--- src/rtl/sdram_refresh_sched.sv ---
// SDRAM auto-refresh scheduler: accumulates refresh debt from the refresh timer, arbitrates
// the command bus with the host and issues PRECHARGE ALL + AUTO REFRESH bursts with tRP/tRFC.
module sdram_refresh_sched #(
    parameter int TRp          = 3,
    parameter int TRfc         = 9,
    parameter int MaxPending   = 8,
    parameter int UrgentThresh = 4
) (
    input  logic                              i_dram_clk,
    input  logic                              i_rst_n,
    input  logic                              i_init_done,
    input  logic                              i_refresh_tick,
    output logic                              o_refresh_en,
    input  logic                              i_host_req,
    output logic                              o_host_gnt,
    input  logic                              i_host_done,
    output logic [1:0]                        o_cmd,
    output logic                              o_busy,
    output logic [$clog2(MaxPending+1)-1:0]   o_pending,
    output logic                              o_overflow
);

    // state    | meaning
    // IDLE     | bus free, deciding between host grant and refresh
    // HOST     | host owns the command bus until it signals done
    // PRECH    | PRECHARGE ALL on the bus
    // WAIT_RP  | NOP while tRP elapses
    // REF      | AUTO REFRESH on the bus, one unit of debt retired
    // WAIT_RFC | NOP while tRFC elapses, then burst again or release

    localparam int PW   = $clog2(MaxPending + 1);
    localparam int TMAX = (TRp > TRfc) ? TRp : TRfc;
    localparam int CW   = $clog2(TMAX + 1);

    localparam logic [1:0] CMD_NOP = 2'b00;
    localparam logic [1:0] CMD_PRE = 2'b01;
    localparam logic [1:0] CMD_REF = 2'b10;

    localparam logic [PW-1:0] PEND_MAX = PW'(MaxPending);
    localparam logic [PW-1:0] PEND_URG = PW'(UrgentThresh);
    localparam logic [CW-1:0] RP_LOAD  = CW'(TRp - 2);
    localparam logic [CW-1:0] RFC_LOAD = CW'(TRfc - 2);

    typedef enum logic [2:0] {
        IDLE,
        HOST,
        PRECH,
        WAIT_RP,
        REF,
        WAIT_RFC
    } state_t;

    state_t          state;
    state_t          state_nxt;
    logic [CW-1:0]   wait_cnt;
    logic [CW-1:0]   wait_cnt_nxt;
    logic [PW-1:0]   pending;
    logic            urgent;
    logic            has_debt;
    logic            issue;

    assign urgent   = (pending >= PEND_URG);
    assign has_debt = (pending != '0);
    assign issue    = (state == REF);

    always_comb begin
        state_nxt    = state;
        wait_cnt_nxt = wait_cnt;
        case (state)
            IDLE: begin
                if (i_init_done) begin
                    if (urgent || (has_debt && !i_host_req)) begin
                        state_nxt = PRECH;
                    end else if (i_host_req) begin
                        state_nxt = HOST;
                    end
                end
            end
            HOST: begin
                if (!i_init_done || i_host_done) begin
                    state_nxt = IDLE;
                end
            end
            PRECH: begin
                state_nxt    = WAIT_RP;
                wait_cnt_nxt = RP_LOAD;
            end
            WAIT_RP: begin
                // losing init here abandons the refresh rather than issuing it
                if (wait_cnt == '0) begin
                    state_nxt = i_init_done ? REF : IDLE;
                end else begin
                    wait_cnt_nxt = wait_cnt - CW'(1);
                end
            end
            REF: begin
                state_nxt    = WAIT_RFC;
                wait_cnt_nxt = RFC_LOAD;
            end
            WAIT_RFC: begin
                if (wait_cnt == '0) begin
                    if (i_init_done && has_debt && (!i_host_req || urgent)) begin
                        state_nxt = REF;
                    end else begin
                        state_nxt = IDLE;
                    end
                end else begin
                    wait_cnt_nxt = wait_cnt - CW'(1);
                end
            end
            default: begin
                state_nxt = IDLE;
            end
        endcase
    end

    always_ff @(posedge i_dram_clk) begin
        if (!i_rst_n) begin
            state    <= IDLE;
            wait_cnt <= '0;
        end else begin
            state    <= state_nxt;
            wait_cnt <= wait_cnt_nxt;
        end
    end

    // A tick and an AUTO REFRESH in the same cycle cancel out.
    always_ff @(posedge i_dram_clk) begin
        if (!i_rst_n) begin
            pending    <= '0;
            o_overflow <= 1'b0;
        end else if (!i_init_done) begin
            pending <= '0;
        end else if (i_refresh_tick && !issue) begin
            if (pending == PEND_MAX) begin
                o_overflow <= 1'b1;
            end else begin
                pending <= pending + PW'(1);
            end
        end else if (!i_refresh_tick && issue && has_debt) begin
            pending <= pending - PW'(1);
        end
    end

    // Outputs are flopped from the next state so they line up with the state register.
    always_ff @(posedge i_dram_clk) begin
        if (!i_rst_n) begin
            o_refresh_en <= 1'b0;
            o_host_gnt   <= 1'b0;
            o_cmd        <= CMD_NOP;
            o_busy       <= 1'b0;
        end else begin
            o_refresh_en <= i_init_done;
            o_host_gnt   <= (state_nxt == HOST);
            o_busy       <= (state_nxt == PRECH) || (state_nxt == WAIT_RP) ||
                            (state_nxt == REF)   || (state_nxt == WAIT_RFC);
            if (state_nxt == PRECH) begin
                o_cmd <= CMD_PRE;
            end else if (state_nxt == REF) begin
                o_cmd <= CMD_REF;
            end else begin
                o_cmd <= CMD_NOP;
            end
        end
    end

    assign o_pending = pending;

endmodule

--- config.mk ---
export PLATFORM = sky130hd
export DESIGN_NAME = sdram_refresh_sched
export DESIGN_NICKNAME = d
export VERILOG_FILES = /design/src/rtl/sdram_refresh_sched.sv
export SDC_FILE = /design/constraint.sdc
export NUM_CORES = 1
export LEC_CHECK = 0
export CORE_ASPECT_RATIO = 1.2
export CORE_MARGIN = 5
export CORE_UTILIZATION = 46
export CTS_BUF_LIST = sky130_fd_sc_hd__clkbuf_16
export CTS_CLUSTER_SIZE = 28
export DETAILED_ROUTE_END_ITERATION = 10
export GPL_TIMING_DRIVEN = 0
export MAX_ROUTING_LAYER = met4
export PLACE_DENSITY = 0.74
export SLEW_MARGIN = 20
export SYNTH_ARGS = -nofsm -noshare
export SYNTH_HDL_FRONTEND = slang
export SYNTH_SLANG_ARGS = --single-unit
--- constraint.sdc ---
create_clock -name i_dram_clk -period 2 [get_ports i_dram_clk]
set_input_delay 0.4 -clock i_dram_clk [delete_from_list [all_inputs] [get_ports i_dram_clk]]
set_output_delay 0.4 -clock i_dram_clk [all_outputs]
set_load 0.005 [all_outputs]
==> summary.txt <==
Critical path data arrival time - 2.11 ns
Clock Tree Root - clkbuf_16
Initial core utilization - 47.07%
Max Cap Violations - 0
Dominant cell type by area after synthesis - dfxtp_1
CTS tree - done
HPWL after DPL - 1651 um
Hold buffers post-CTS - 0
Syn_area_per_cell - 8.900 sq um
Die W - 51.34 um
Routed WL per cell - 15.03 um
Mapped cell area - 943.4 sq um
Die height - 59.61 um
Layout cells sized above 1 - 11.11%
Antenna cell count - 0
ANT nets after route - 0
Gate Count Post-Synth - 106
CTS H-Tree Depth - 1
Slew @ Worst Pin - 0.5356 ns
Distinct cells, synth - 44
Vias in the first global route - 845
Required time worst endpoint - 2.18 ns
Crit path cell chain - buf_6 > or3b_4 > nand2_4 > ha_1 > a21o_1 > a21oi_2 > mux4_2 > nor2_1
Number of DRC markers in iteration 0 - 26
Hold Vio Cnt, Final - 0
Clk buf depth - 2
Largest cells by area after synthesis - dfxtp_1 (36%), ha_1 (4.0%), o21ai_0 (3.7%), nor3_1 (3.2%), o21a_1 (3.2%)
Final Setup Violations - 0
Critical path startpoint category - flop
Status - complete, no violations
Element type at the critical path end - flop
Area Overhead vs Synth - 28.65%
Maximum VDD drop - 0.4399 mV
Final #Nets - 137
Multi-input gate area in the final layout - 568.0 sq um
Yosys warning count - 0
F_max - 518.0 MHz
Worst-path fanout max - 10
Total power - 912.8 uW
Worst-case clock skew - 0.0008479 ns
Async SR Flop Fraction - 0%
Sequential cell area fraction in the yosys report - 36.07%
Routability Congestion - 0.7924
FF/Latch Area - 340.3 sq um
Clock-pin slew on the worst setup and hold paths - 0.05 ns
Period Utilization, post-route - 96.52%
Setup_tns - 0 ns
Setup CP Type - reg2reg
Clock sinks - 17
TritonCTS buffer count - 3
GRT overflow - 0
Num ports - 16
Leakage - 0.0004758 uW
Synth Flop Type - dfxtp_1
# rows - 18
DR pass1 iterations - 4
CP max-delay cell - or3b_4
Post-synth top area share - 36.07%
Number of fill cells - 177
Post-synth EDFFs - 0
Via density - 5.870
CP peak stage delay - 0.41 ns
Final hold slack - 0.4794 ns
Max-slew headroom - 63.79%
DRC - 0
Port-buffer cells - 14
Core box area - 2004 sq um
Final Max Slew Viols - 0
DRT Wirelength - 2194 um
PwrDens - 752.1 nW/um^2
Initial antenna violation count - 0
Hold WC Path Type - reg2reg
Worst skew pair latency - 0.24 ns
Die area - 3060 sq um
First-pass GRT wire length - 3663 um
Min cycle time layout - 1.930 ns
Pin count of the biggest net entering global routing - 11
Commonest cells post-synth - dfxtp_1 (17), nand2_1 (7), nor2_1 (7), o21ai_0 (7)
Post-Syn Nets - 116
Total vias in the final route - 857
Count leader, synth - dfxtp_1
GRT Overall Usage - 15.84%
Number of synthesized register bits - 17
[kinds of logic (layout without fill, tap and decap cells)]
group	Yosys count	after routing	synth area share, %
buf+inv	10	30	4.907
compound gates	31	31	22.15
xor+xnor	1	1	0.9286
mux	2	2	3.448
fa+ha+maj	4	4	6.101
flops	17	17	36.07
simple gates	41	41	26.39
[critical path, delay by kind of cell (launching register included)]
kind	cells	cell delay (ns)
buffers and inverters	1	0.13
adder cells (fa/ha/maj)	1	0.23
multiplexers	1	0.30
flip-flops	1	0.30
AO/OA/AOI/OAI	2	0.30
AND/OR/NAND/NOR	3	0.60
[layout by cell type, fill, tap and decap left out, types with 2 or more instances in the layout]
cell type / count
nor4_1: 2
clkdlybuf4s50_1: 14
dfxtp_1: 17
a21o_1: 2
clkbuf_16: 3
nor2_1: 7
ha_1: 3
buf_4: 2
a21oi_1: 4
o21a_1: 4
o21ai_0: 7
clkbuf_1: 2
inv_1: 7
a41oi_1: 2
nor2b_1: 2
nand2_1: 6
and3_1: 3
nor4b_1: 3
nor3_1: 6
[power breakdown]
group | internal, uW | leakage (uW) | switching, uW
registers | 357 | 0.000138 | 16.6
clock network | 265 | 0.0000423 | 120
logic | 76.2 | 0.000295 | 78.0
total | 698 | 0.000476 | 215
[path summary, 6_finish.rpt]
path,from,end,slack [ns],cells past startpoint
setup reg to reg,state[1],o_pending[3],0.07,8
hold / removal,o_overflow,o_overflow,0.48,2
setup / recovery,state[1],o_pending[3],0.07,8
hold reg to reg,o_overflow,o_overflow,0.48,2
[final cells by class]
class	count	share of cell area, %
plain buffers	4	1.959
flip-flops and latches	17	28.04
repair buffers	16	12.78
inverters	6	1.856
clock buffers	3	6.186
multi-input cells	79	46.80
well taps	20	2.062
clock inverters	1	0.3093
[repair_timing]
item	4_1_cts	5_1_grt
gates resized for setup	2	1
gates cloned	0	0
pin swaps	0	4
setup endpoints to repair	1	1
setup buffers	0	2
[metrics by stage]
step	worst slack (ns)	cells	util, %	instance area, sq um
finish	0.06963	146	60.55	1214
detailed placement	-0.2365	140	55.31	1109
floorplan	0.08104	106	-	943.4
global route	-0.02461	146	60.55	1214
CTS	0.008456	144	59.61	1195
global placement	-0.1872	140	55.31	1109
[layer usage]
layer / up-vias / part of all wire [%] / routed length, um / global-route usage (%)
met5: - / 0 / 0 / -
met4: 0 / 0.59 / 13 / 4.494
met3: 2 / 3.2 / 71 / 3.275
met2: 15 / 53 / 1165 / 29.10
met1: 405 / 43 / 944 / 17.11
li1: 435 / - / - / -
[registers in the layout (all words and copies together), names as in the netlist]
| name | count |
|---|---|
| o_pending | 4 |
| wait_cnt | 4 |
| state | 3 |
| o_cmd | 2 |
| o_busy | 1 |
| o_host_gnt | 1 |
| o_overflow | 1 |
| o_refresh_en | 1 |
Power figures use the tool's default switching activity.
